$ cat src/rtl/rr_share_arbiter.sv
// Round-robin arbiter sharing one single-cycle resource among four requesters.
// A grant is held until done, request withdrawal, or MAX_HOLD cycles, then one idle cycle follows.
module rr_share_arbiter #(
  parameter int N        = 4,
  parameter int MAX_HOLD = 8,
  parameter int CW       = 8
) (
  input  logic         clk,
  input  logic         rst,
  input  logic [N-1:0] req,
  input  logic [N-1:0] done,
  output logic [N-1:0] grant,
  output logic         grant_valid,
  output logic [1:0]   grant_id,
  output logic         timeout,
  output logic         any_req,
  output logic         dbg_state,
  output logic [1:0]   dbg_ptr
);

  typedef enum logic {
    IDLE  = 1'b0,
    GRANT = 1'b1
  } state_t;

  state_t         state_q;
  logic [N-1:0]   grant_q;
  logic           grant_valid_q;
  logic [1:0]     grant_id_q;
  logic           timeout_q;
  logic [CW-1:0]  cnt_q;
  logic [1:0]     ptr_q;

  logic           pick_found_d;
  logic [1:0]     pick_id_d;
  logic [1:0]     idx;
  logic           at_max;
  logic           owner_done;
  logic           owner_req;
  logic           release_d;

  // First requester at or after the pointer, wrapping modulo N.
  always_comb begin
    pick_found_d = 1'b0;
    pick_id_d    = '0;
    idx          = '0;
    for (int i = 0; i < N; i++) begin
      idx = ptr_q + 2'(i);
      if (!pick_found_d && req[idx]) begin
        pick_found_d = 1'b1;
        pick_id_d    = idx;
      end
    end
  end

  assign at_max     = (cnt_q == CW'(MAX_HOLD));
  assign owner_done = done[grant_id_q];
  assign owner_req  = req[grant_id_q];
  assign release_d  = owner_done | ~owner_req | at_max;

  always_ff @(posedge clk or posedge rst) begin
    if (rst) begin
      state_q       <= IDLE;
      grant_q       <= '0;
      grant_valid_q <= 1'b0;
      grant_id_q    <= '0;
      timeout_q     <= 1'b0;
      cnt_q         <= '0;
      ptr_q         <= '0;
    end else begin
      case (state_q)
        IDLE: begin
          timeout_q <= 1'b0;
          if (pick_found_d) begin
            state_q       <= GRANT;
            grant_q       <= {{(N-1){1'b0}}, 1'b1} << pick_id_d;
            grant_valid_q <= 1'b1;
            grant_id_q    <= pick_id_d;
            cnt_q         <= CW'(1);
          end
        end
        GRANT: begin
          if (release_d) begin
            state_q       <= IDLE;
            grant_q       <= '0;
            grant_valid_q <= 1'b0;
            grant_id_q    <= '0;
            cnt_q         <= '0;
            ptr_q         <= grant_id_q + 2'd1;
            // Only a forced revocation pulses timeout; done wins a tie.
            timeout_q     <= at_max & ~owner_done & owner_req;
          end else begin
            timeout_q <= 1'b0;
            if (!at_max) cnt_q <= cnt_q + CW'(1);
          end
        end
        default: begin
          state_q <= IDLE;
          grant_q <= '0;
        end
      endcase
    end
  end

  assign grant       = grant_q;
  assign grant_valid = grant_valid_q;
  assign grant_id    = grant_id_q;
  assign timeout     = timeout_q;
  assign any_req     = |req;
  assign dbg_state   = state_q;
  assign dbg_ptr     = ptr_q;

endmodule

$ cat config.mk
export PLATFORM = sky130hd
export DESIGN_NAME = rr_share_arbiter
export DESIGN_NICKNAME = d
export VERILOG_FILES = /design/src/rtl/rr_share_arbiter.sv
export SDC_FILE = /design/constraint.sdc
export NUM_CORES = 1
export LEC_CHECK = 0
export ABC_AREA = 0
export ABC_CLOCK_PERIOD_IN_PS = 2300
export BUFFER_PORTS_ARGS = -buffer_cell sky130_fd_sc_hd__buf_2
export CAP_MARGIN = 20
export CELL_PAD_IN_SITES_DETAIL_PLACEMENT = 2
export CELL_PAD_IN_SITES_GLOBAL_PLACEMENT = 2
export CORE_MARGIN = 1
export CORE_UTILIZATION = 33
export CTS_BUF_LIST = sky130_fd_sc_hd__clkbuf_8
export CTS_CLUSTER_DIAMETER = 40
export DETAILED_ROUTE_END_ITERATION = 10
export PLACE_DENSITY = 0.86
export SYNTH_ARGS = -nofsm -noshare
export SYNTH_HDL_FRONTEND = slang
export SYNTH_SLANG_ARGS = --single-unit
$ cat constraint.sdc
create_clock -name clk -period 2.3 [get_ports clk]
set_clock_uncertainty 0.15 [all_clocks]
set_input_delay 0 -clock clk [delete_from_list [all_inputs] [get_ports clk]]
set_output_delay 0 -clock clk [all_outputs]
set_load 0.01 [all_outputs]
==> Word-level counts from Yosys, hierarchy flattened <==
Cells that the tools add are included.
{ "word_totals": {"reg_bits": 19, "output_inout_bits": 12} }
{ "classes": {"add_sub_neg": 5, "order_cmp": 5, "n_eq_ne": 4, "n_shift": 1, "n_mux": 38, "bitwise": 7, "reduce_logical": 10} }
{ "op_table": {"columns": ["op", "n"], "rows": [
  ["8-bit two-way mux", 3],
  ["8-bit case mux with 2 select lines", 1],
  ["2-bit by 3-bit less-than comparator with 1-bit output (second input constant)", 5],
  ["1-bit two-way mux", 15],
  ["1-bit binary-select mux with 2-bit select", 6],
  ["2-bit two-way mux", 6],
  ["8-bit by 1-bit adder with 8-bit output (second input constant)", 1],
  ["8-bit by 4-bit == test with 1-bit output (second input constant)", 1],
  ["4-bit two-way mux", 2],
  ["4-bit case mux with 2 select lines", 1],
  ["1-bit case mux with 2 select lines", 3],
  ["2-bit AND reduction", 3],
  ["2-bit by 1-bit adder with 2-bit output (second input constant)", 2],
  ["2-bit adder (second input constant)", 2],
  ["2-bit case mux with 2 select lines", 1],
  ["4-bit OR reduction", 1],
  ["1-bit by 2-bit << shifter with 4-bit output (first input constant)", 1],
  ["1-bit logical AND", 3],
  ["1-bit logical NOT", 3],
  ["3-bit by 2-bit inequality test with 1-bit output (second input constant)", 1],
  ["1-bit NOT", 3],
  ["1-bit bitwise AND", 2],
  ["2-bit by 1-bit inequality test with 1-bit output (second input constant)", 1],
  ["2-bit inequality test (second input constant)", 1],
  ["1-bit OR", 2]
]} }

==> Logic depth before layout (Yosys ltp) <==
Gate-level depths: netlist of the first run.
{ "depth": {"depth_word": 15, "mapped_depth": 7} }

==> Least setup slack after synthesis of the first run <==
Ideal clock, no wire load.
{ "synth_path": {"path_type": "register to register", "startpoint": "register cnt_q[0]", "endpoint": "register ptr_q[1] (netlist: dbg_ptr[1])", "arrival_time_ps": 1585, "required_time_ps": 2022, "slack_ps": 437, "path_stages_with_launch": 7, "path_buffers": 0, "synth_period_minus_slack_ps": 1863, "path_cell_list": "dfrtp_1 -> inv_1 -> ha_1 -> nor4b_1 -> nand2_1 -> a21boi_4 -> mux2_1"} }
{ "synth_between": {"elab_chain_cells": 3} }
{ "synth_rtl": {"columns": ["element", "line_no", "rtl"], "rows": [
  ["start, declared", "31", "logic [CW-1:0] cnt_q;"],
  ["start signal, assigned", "94", "if (!at_max) cnt_q <= cnt_q + CW'(1);"],
  ["8-bit by 4-bit == test with 1-bit output", "56", "assign at_max = (cnt_q == CW'(MAX_HOLD));"],
  ["1-bit OR", "59", "assign release_d = owner_done | ~owner_req | at_max;"],
  ["2-bit AND reduction (no source line)", null, null],
  ["end signal, assigned", "89", "ptr_q <= grant_id_q + 2'd1;"],
  ["end, declared", "32", "logic [1:0] ptr_q;"]
]} }
No other way between the ends.
A chain may end at the register's enable or synchronous reset.

==> Worst setup path in the final report of the first run <==
Same ends and word-level chain as after synthesis.

==> results of run 1 <==
[per-stage QoR]
stage	setup slack (ns)	utilization (%)	hold slack [ns]	cells	cell area [um2]
after floorplan	0.437	-	-0.199	107	1060
after global placement	0.339	39.8	0.00231	170	1220
after detailed placement	0.201	39.8	0.0271	170	1220
after CTS	0.176	41.8	0.0274	175	1270
after global routing	0.0527	41.8	0.0775	175	1270
final	0.216	41.8	0.0292	175	1270
[cells in the mapped netlist, drive strengths merged, types with 2 or more instances]
cell type | number | share of area (%)
a21oi | 3 | 1.4
or2 | 2 | 1.2
o22ai | 2 | 1.2
nor2b | 5 | 3.7
nand3 | 9 | 4.2
a31oi | 5 | 2.9
ha | 2 | 2.4
inv | 5 | 1.8
a21boi | 2 | 2.5
a21o | 2 | 1.5
a22o | 3 | 2.5
o21ai | 4 | 1.9
nand2 | 9 | 3.2
buf | 2 | 0.94
mux2i | 2 | 1.9
o2bb2ai | 2 | 1.6
o211ai | 2 | 1.4
nor4b | 2 | 3.1
nor2 | 10 | 4.2
dfrtp | 19 | 45
[cells by family (layout without fill, tap and decap cells)]
family          count (synthesis)  after routing  share of synthesized area (%)
simple gates                   45             45                           24.7
compound gates                 28             28                           19.2
flops                          19             19                           44.8
buf+inv                         8             32                           3.06
mux                             4              4                           5.06
fa+ha+maj                       2              2                           2.36
xor+xnor                        1              1                          0.825
[sequential cells by signal (all words and copies together), names as in the netlist]
name and cells:
grant_id 2, cnt_q 8, dbg_ptr 2, timeout 1
grant 4, dbg_state 1, grant_valid 1
[per-layer routing]
layer,share of wire (%),vias up,GRT usage [%]
met5,0,-,0
met4,1.7,0,5.10
met3,2.7,6,4.40
met2,56,18,39.1
met1,40,490,23.9
li1,-,442,-
[layout make-up]
class / instances / area [um2]
clock inverters: 1 / 7.51
multi-input cells: 80 / 554
well taps: 44 / 55.1
flip-flops and latches: 19 / 475
inverters: 5 / 18.8
clock buffers: 3 / 41.3
repair buffers: 23 / 123
fillers: 350 / 1780
[what timing repair did]
item	4_1_cts	5_1_grt
endpoints found under the hold margin	19	0
setup buffers	0	0
hold buffers	1	0
[final timing paths]
path / from / to
min in group asynchronous: rst / timeout
max in group asynchronous: rst / cnt_q[0]
hold / removal: req[3] / grant[2]
setup / recovery: cnt_q[0] / dbg_ptr[1]
hold reg to reg: grant[2] / grant[2]
setup reg to reg: cnt_q[0] / dbg_ptr[1]
[worst register-to-register path, stage by stage (launching register included)]
cell      delay (ns)
dfrtp_1         0.42
inv_1           0.08
ha_1            0.13
nor4b_1         0.41
nand2_1         0.18
a21boi_4        0.25
mux2_1          0.35
[report_power, final]
part / internal (mW) / leakage (nW) / switching (mW)
logic: 0.251 / 0.313 / 0.318
registers: 0.425 / 0.249 / 0.127
clock network: 0.122 / 0.0217 / 0.123
==> flow_summary.yaml, run 1 <==
run_status:
  status: "finished, final reports clean"
die:
  core_region_area_mm2: 0.00305
  die_h_um: 58.7
  initial_core_util_pct: 34.8
  io_pins: 22
  rows: 20
  dieWidth_um: 58.7
  die-area_mm2: 0.00345
placed_design:
  place_congestion: 0.751
  io_buffers: 21
  dp_hpwl_mm: 2.39
logic_synthesis:
  netlist_instances: 107
  netlist_area_mm2: 0.00106
  synth_edf_count: 0
  synth_seq_area_share_pct: 44.8
  synth-seq-cells: 19
  synthArstFlopShare_pct: 100
  synth.avg_cell_area_um2: 9.93
  synth_cell_types: 41
  synth_nets: 119
  synth_ff_type: "dfrtp_1"
  yosys_warnings: 0
final_layout:
  layout_commonest_cell: "buf_2"
  final_cell_mix: "buf_2, dfrtp_1, nand3_1, nor2_1, nand2_1"
  fin_nets: 144
  insertedDiodeCount: 0
  area_growth_pct: 20.0
  drive_gt1_share_pct: 25.2
sta:
  slew_headroom_pct: 50.2
  fin_tns_setup_ns: 0
  max_freq_mhz: 480
  rsz0062_at_grt: "false"
  drv_slew: 0
  tightestPinTransition_ns: 0.747
  period_share_pct: 90.6
  final_hold_viol_count: 0
  finalCriticalPeriod_ns: 2.08
  setup_violations: 0
worst_setup_path:
  crit_fanout: 5
  crit_cells: 6
  cp.required_ns: 2.30
  startpoint_type: "register"
  crit_path_cell_trace: "inv_1 > ha_1 > nor4b_1 > nand2_1 > a21boi_4 > mux2_1"
  ff2ff_setup_slack_ns: 0.22
  arrival_ns: 2.08
  critPathKind: "reg2reg"
  worst_r2r_path_depth: 6
  slowest_stage: "dfrtp_1"
  endpoint_kind: "register"
  max_stage_delay_ns: 0.42
  critical-path-top-delay-family: "simple AND/OR/NAND/NOR gates"
  cp_num_buf_inv: 1
route:
  totalWireLength_mm: 3.24
  drtAntennaViolNets: 0
  post-route-drc-count: 0
  route.vias.total: 956
  dr.pass1.iters: 4
  detail_route.vias_per_cell: 5.46
  avgRoutedWirePerCell_um: 18.5
  first_iter_violations: 36
power:
  power.total_mw: 1.37
  p_per_area_mw_per_mm2: 1070
  ir_drop_mv: 0.531
  leakagePower_nw: 0.584
clock_network:
  ctsRootBufferMaster: "clkbuf_8"
  cts_resized: 0
  clock_path_buffers: 2
  cts.sinks: 19
  clkLatencyLatePin_ns: 0.26
  cts_tree: "done"
  htreeDepth: 1
  clkSlewWorstSetupHoldPaths_ns: 0.08
  cts_made_buffers: 3
min_path:
  worstHoldPathCells: 3
  min_path_type: "in2reg"
global_routing:
  antenna_found_initial: 0
  first_global_vias: 1061
  overflow: 0
  grtUsageTotal_pct: 20.8
  grt_start_max_net_pins: 20
  grt_pass1_wl_mm: 5.31
run:
  cap_violations: 0
No activity file was read; power rests on OpenSTA's default activity.
==> run 2: changes to the inputs <==
Settings changed: ABC_AREA 0 to 1, CORE_UTILIZATION 33 to 32, PLACE_DENSITY 0.86 to 0.89.
==> flow_summary.yaml, run 2 <==
placed_design:
  dp_hpwl_mm: 2.97
  placed_cells: 238
  place_congestion: 0.794
  io_buffers: 21
  dpl_worst_slack_ns: 0.308
sta:
  setup_violations: 0
  fin_tns_setup_ns: 0
  period_share_pct: 86.5
  worst_slack_ns: 0.311
  max_freq_mhz: 503
  whs_ns: 0.00293
  tightestPinTransition_ns: 0.733
  finalCriticalPeriod_ns: 1.99
  rsz0062_at_grt: "false"
  slew_headroom_pct: 51.1
  final_hold_viol_count: 0
  drv_slew: 0
global_routing:
  overflow: 0
  grtUsageTotal_pct: 20.2
  grt_pass1_wl_mm: 6.38
  grt_start_max_net_pins: 20
  first_global_vias: 1384
  antenna_found_initial: 0
clock_network:
  cts_made_buffers: 3
  clock_path_buffers: 2
  cts_setup_buffers: 0
  ctsRootBufferMaster: "clkbuf_8"
  htreeDepth: 1
  cts_tree: "done"
  cts.sinks: 19
  clkLatencyLatePin_ns: 0.26
  clkSlewWorstSetupHoldPaths_ns: 0.08
  cts_resized: 0
run_status:
  status: "finished, final reports clean"
final_layout:
  insertedDiodeCount: 0
  fillers: 446
  final_cell_mix: "nand2_1, buf_2, inv_1, dfrtp_1, nand3_1"
  layout_commonest_cell: "nand2_1"
  regMostFlops: "cnt_q"
  fin_nets: 209
  area_growth_pct: 17.5
  largest_reg_flops: 8
  final_cells: 244
  drive_gt1_share_pct: 22.4
die:
  core_region_area_mm2: 0.00366
  initial_core_util_pct: 33.6
  dieWidth_um: 64.0
  die_h_um: 64.0
  rows: 22
  die-area_mm2: 0.00410
  io_pins: 22
route:
  dr.pass1.iters: 4
  avgRoutedWirePerCell_um: 14.8
  route.vias.total: 1225
  first_iter_violations: 49
  detail_route.vias_per_cell: 5.02
  post-route-drc-count: 0
  totalWireLength_mm: 3.61
  drtAntennaViolNets: 0
logic_synthesis:
  synth_cell_types: 25
  yosysMostFrequentCell: "nand2_1"
  synth-seq-cells: 19
  synth_seq_area_share_pct: 38.7
  synth_ff_type: "dfrtp_1"
  synthArstFlopShare_pct: 100
  synth_edf_count: 0
  yosysTopAreaCell: "dfrtp_1"
  yosys_warnings: 0
  synth.avg_cell_area_um2: 7.19
  netlist_instances: 171
  synth.top_cells.by_area: "dfrtp_1, nand2_1, nand3_1, inv_1, nand2_2"
  yosysTopAreaCellShare_pct: 38.7
  synth_nets: 183
  netlist_area_mm2: 0.00123
  synth_commonest_cells: "nand2_1, dfrtp_1, inv_1"
power:
  ir_drop_mv: 0.387
  power.total_mw: 1.80
  seqPwrFrac_pct: 31.8
  swShare_pct: 50.3
  p_per_area_mw_per_mm2: 1240
  combPwrFrac_pct: 55.1
  leakagePower_nw: 0.746
  p_sw_uw: 903
  clockPowerShare_pct: 13.1
  power.internal_uw: 892
worst_setup_path:
  crit_fanout: 14
  endpoint_kind: "register"
  cp.required_ns: 2.35
  arrival_ns: 2.04
  critPathKind: "reg2reg"
  startpoint_type: "register"
min_path:
  min_path_type: "in2reg"
run:
  cap_violations: 0
## run 2: changes by cell type in the layout (fill, tap and decap cells not counted), sizes merged, moves of 3 or more
cell | before | now
a31oi | 5 | 0
nor3 | 1 | 4
nor2b | 5 | 0
inv | 5 | 22
o21ai | 4 | 11
nand2 | 9 | 64
nand3 | 9 | 18
a22o | 3 | 0
## run 2: cell type report
cell class	count	area (um2)	share of cell area [%]
Multi-Input combinational cell	128	656	45.4
Sequential cell	19	475	32.9
Timing Repair Buffer	23	125	8.66
Inverter	22	82.6	5.71
Tap cell	48	60.1	4.16
Clock buffer	3	41.3	2.86
Clock inverter	1	5.00	0.346
## run 2: critical path, stage by stage (launching register included)
cell     delay (ns)
dfrtp_1        0.65
inv_2          0.19
nand2_1        0.10
nand2_1        0.08
nand2_1        0.08
nand2_1        0.10
nand4_1        0.12
nand2_1        0.07
nor2_1         0.22
nand3_1        0.11
nand2_1        0.07
## run 2: timing repair
item / in CTS / in global routing
hold buffers: 2 / 0
endpoints found under the hold margin: 20 / 0
endpoints found under the setup margin: 0 / 0
## run 2: path summary, 6_finish.rpt
check	slack [ns]	cells after the start	from	end
setup reg to reg	0.31	10	dbg_ptr[0]	grant[0]
setup / recovery	0.31	10	dbg_ptr[0]	grant[0]
hold reg to reg	0.35	1	grant_valid	grant_valid
hold / removal	0.003	5	done[1]	timeout
min in group asynchronous	0.26	3	rst	grant[2]
max in group asynchronous	1.28	3	rst	cnt_q[0]
## run 2: power groups by stage
stage,logic (mW),clock network [mW],registers [mW]
after floorplan,0.741,0,0.552
after global placement,0.946,0,0.571
after detailed placement,1.00,0,0.581
after CTS,1.01,0.241,0.573
after global routing,1.12,0.252,0.592
final,0.989,0.236,0.570
## run 2: per-layer routing
layer,GRT usage (%),vias to the layer above,wire [um]
li1,-,599,-
met1,22.2,610,1490
met2,40.2,10,2040
met3,2.14,6,42
met4,5.11,0,40
met5,0,-,0
## run 2: kinds of logic after synthesis
kind of cell / share of synthesized area [%]
DFF: 38.7
and+or+nand+nor: 39.7
buffers and inverters: 8.04
adders and majority gates: 2.03
AOI/OAI and AO/OA: 8.75
xor gates and xnor gates: 2.85
## run 2: per-stage QoR
stage          utilization (%)  cell area (um2)
3_3_place_gp              37.7             1380
6_report                  39.5             1450
4_1_cts                   39.5             1450
3_5_place_dp              37.7             1380
2_1_floorplan                -             1230
5_1_grt                   39.5             1450
==> run 3: changes to the inputs <==
Settings changed: PLACE_DENSITY 0.89 to unset, PLACE_DENSITY_LB_ADDON set to 0.08.
==> flow_summary.yaml, run 3 (synthesized netlist as in run 2, its figures left out) <==
sta:
  rsz0062_at_grt: "false"
  tightestPinTransition_ns: 0.741
  period_share_pct: 87.1
  max_freq_mhz: 499
  slew_headroom_pct: 50.5
  final_hold_viol_count: 0
  drv_slew: 0
  setup_violations: 0
  fin_tns_setup_ns: 0
  finalCriticalPeriod_ns: 2.00
die:
  rows: 22
  initial_core_util_pct: 33.6
  core_region_area_mm2: 0.00366
  die_h_um: 64.0
  io_pins: 22
  die-area_mm2: 0.00410
  dieWidth_um: 64.0
placed_design:
  place_congestion: 0.767
  dp_hpwl_mm: 2.98
  io_buffers: 21
clock_network:
  htreeDepth: 1
  cts_made_buffers: 3
  clock_path_buffers: 2
  clkLatencyLatePin_ns: 0.26
  cts.sinks: 19
  cts_setup_buffers: 0
  ctsRootBufferMaster: "clkbuf_8"
  cts_tree: "done"
  clkSlewWorstSetupHoldPaths_ns: 0.08
global_routing:
  top_usage_layer: "met2"
  grt_pass1_wl_mm: 6.42
  antenna_found_initial: 0
  grtUsageTotal_pct: 20.5
  met2_usage_pct: 42.7
  grtUsageMet1_pct: 21.0
  overflow: 0
  grt_start_max_net_pins: 20
  grt.met3_usage_pct: 1.61
  first_global_vias: 1412
final_layout:
  drive_gt1_share_pct: 22.3
  area_growth_pct: 18.3
  final_cell_mix: "nand2_1, buf_2, inv_1, dfrtp_1, nand3_1"
  seqCellArea_um2: 475
  multi_input_area_um2: 656
  layout_commonest_cell: "nand2_1"
  fillers: 461
  regMostFlops: "cnt_q"
  largest_reg_flops: 8
  fin_nets: 210
  insertedDiodeCount: 0
route:
  drtAntennaViolNets: 0
  detail_route.vias_per_cell: 4.86
  totalWireLength_mm: 3.65
  first_iter_violations: 50
  post-route-drc-count: 0
  avgRoutedWirePerCell_um: 14.9
  route.vias.total: 1190
  dr.pass1.iters: 2
worst_setup_path:
  crit_fanout: 14
  startpoint_type: "register"
  cp.required_ns: 2.35
  endpoint_kind: "register"
  critPathKind: "reg2reg"
  arrival_ns: 2.05
power:
  combPwrFrac_pct: 55.7
  ir_drop_mv: 0.482
  seqPwrFrac_pct: 31.2
  power.total_mw: 1.82
  power.internal_uw: 903
  p_sw_uw: 914
  swShare_pct: 50.3
  p_per_area_mw_per_mm2: 1250
  clockPowerShare_pct: 13.2
  leakagePower_nw: 0.750
min_path:
  min_path_type: "in2reg"
run:
  cap_violations: 0
run_status:
  status: "finished, final reports clean"
-- run 3: what timing repair did --
item	4_1_cts	5_1_grt
hold endpoints to repair	20	0
hold buffers	3	0
resized for setup	0	0
-- run 3: cell type report --
cell class	count	share of cell area, %
clock buffer	3	2.84
clock inverter	1	0.344
inverter	22	5.67
multi-input combinational	128	45.1
sequential	19	32.7
tap	48	4.13
timing repair buffer	24	9.29
-- run 3: metrics by stage --
| step | worst slack, ns | std cells | utilization, % | instance area (um2) | hold WS (ns) |
|---|---|---|---|---|---|
| floorplan | 0.718 | 171 | - | 1230 | -0.199 |
| CTS | 0.211 | 245 | 39.7 | 1460 | 0.197 |
| global route | 0.0341 | 245 | 39.7 | 1460 | 0.230 |
| finish | 0.298 | 245 | 39.7 | 1460 | 0.181 |
| detailed placement | 0.296 | 238 | 37.7 | 1380 | 0.00790 |
| global placement | 0.382 | 238 | 37.7 | 1380 | 0.00995 |
-- run 3: path summary, 6_finish.rpt --
kind                              from           to  slack (ns)  cells past startpoint
max                         dbg_ptr[0]     grant[0]        0.30                     10
min                             req[0]     cnt_q[0]        0.18                      5
max reg2reg                 dbg_ptr[0]     grant[0]        0.30                     10
min in group asynchronous          rst     grant[0]        0.26                      3
max in group asynchronous          rst      timeout        1.27                      3
min reg2reg                grant_valid  grant_valid        0.36                      1
-- run 3: worst max-delay path, stage by stage, from the launching register on --
cell and delay (ns):
dfrtp_1 0.64, inv_2 0.18, nand2_1 0.10, nand2_1 0.08, nand2_1 0.07, nand2_1 0.09, nand4_1 0.10, nand2_1 0.06
nor2_1 0.23, nand3_1 0.14, nand2_1 0.08
-- run 3: per-layer routing --
| metal | wire (um) | vias to the layer above |
|---|---|---|
| li1 | - | 595 |
| met1 | 1450 | 584 |
| met2 | 2140 | 7 |
| met3 | 28 | 4 |
| met4 | 31 | 0 |
| met5 | 0 | - |
-- run 3: power groups by stage --
stage / Sequential [mW] / Combinational (mW) / Clock, mW
global route: 0.585 / 1.15 / 0.268
floorplan: 0.552 / 0.741 / 0
detailed placement: 0.577 / 1.01 / 0
global placement: 0.565 / 0.965 / 0
CTS: 0.571 / 1.04 / 0.246
finish: 0.566 / 1.01 / 0.239
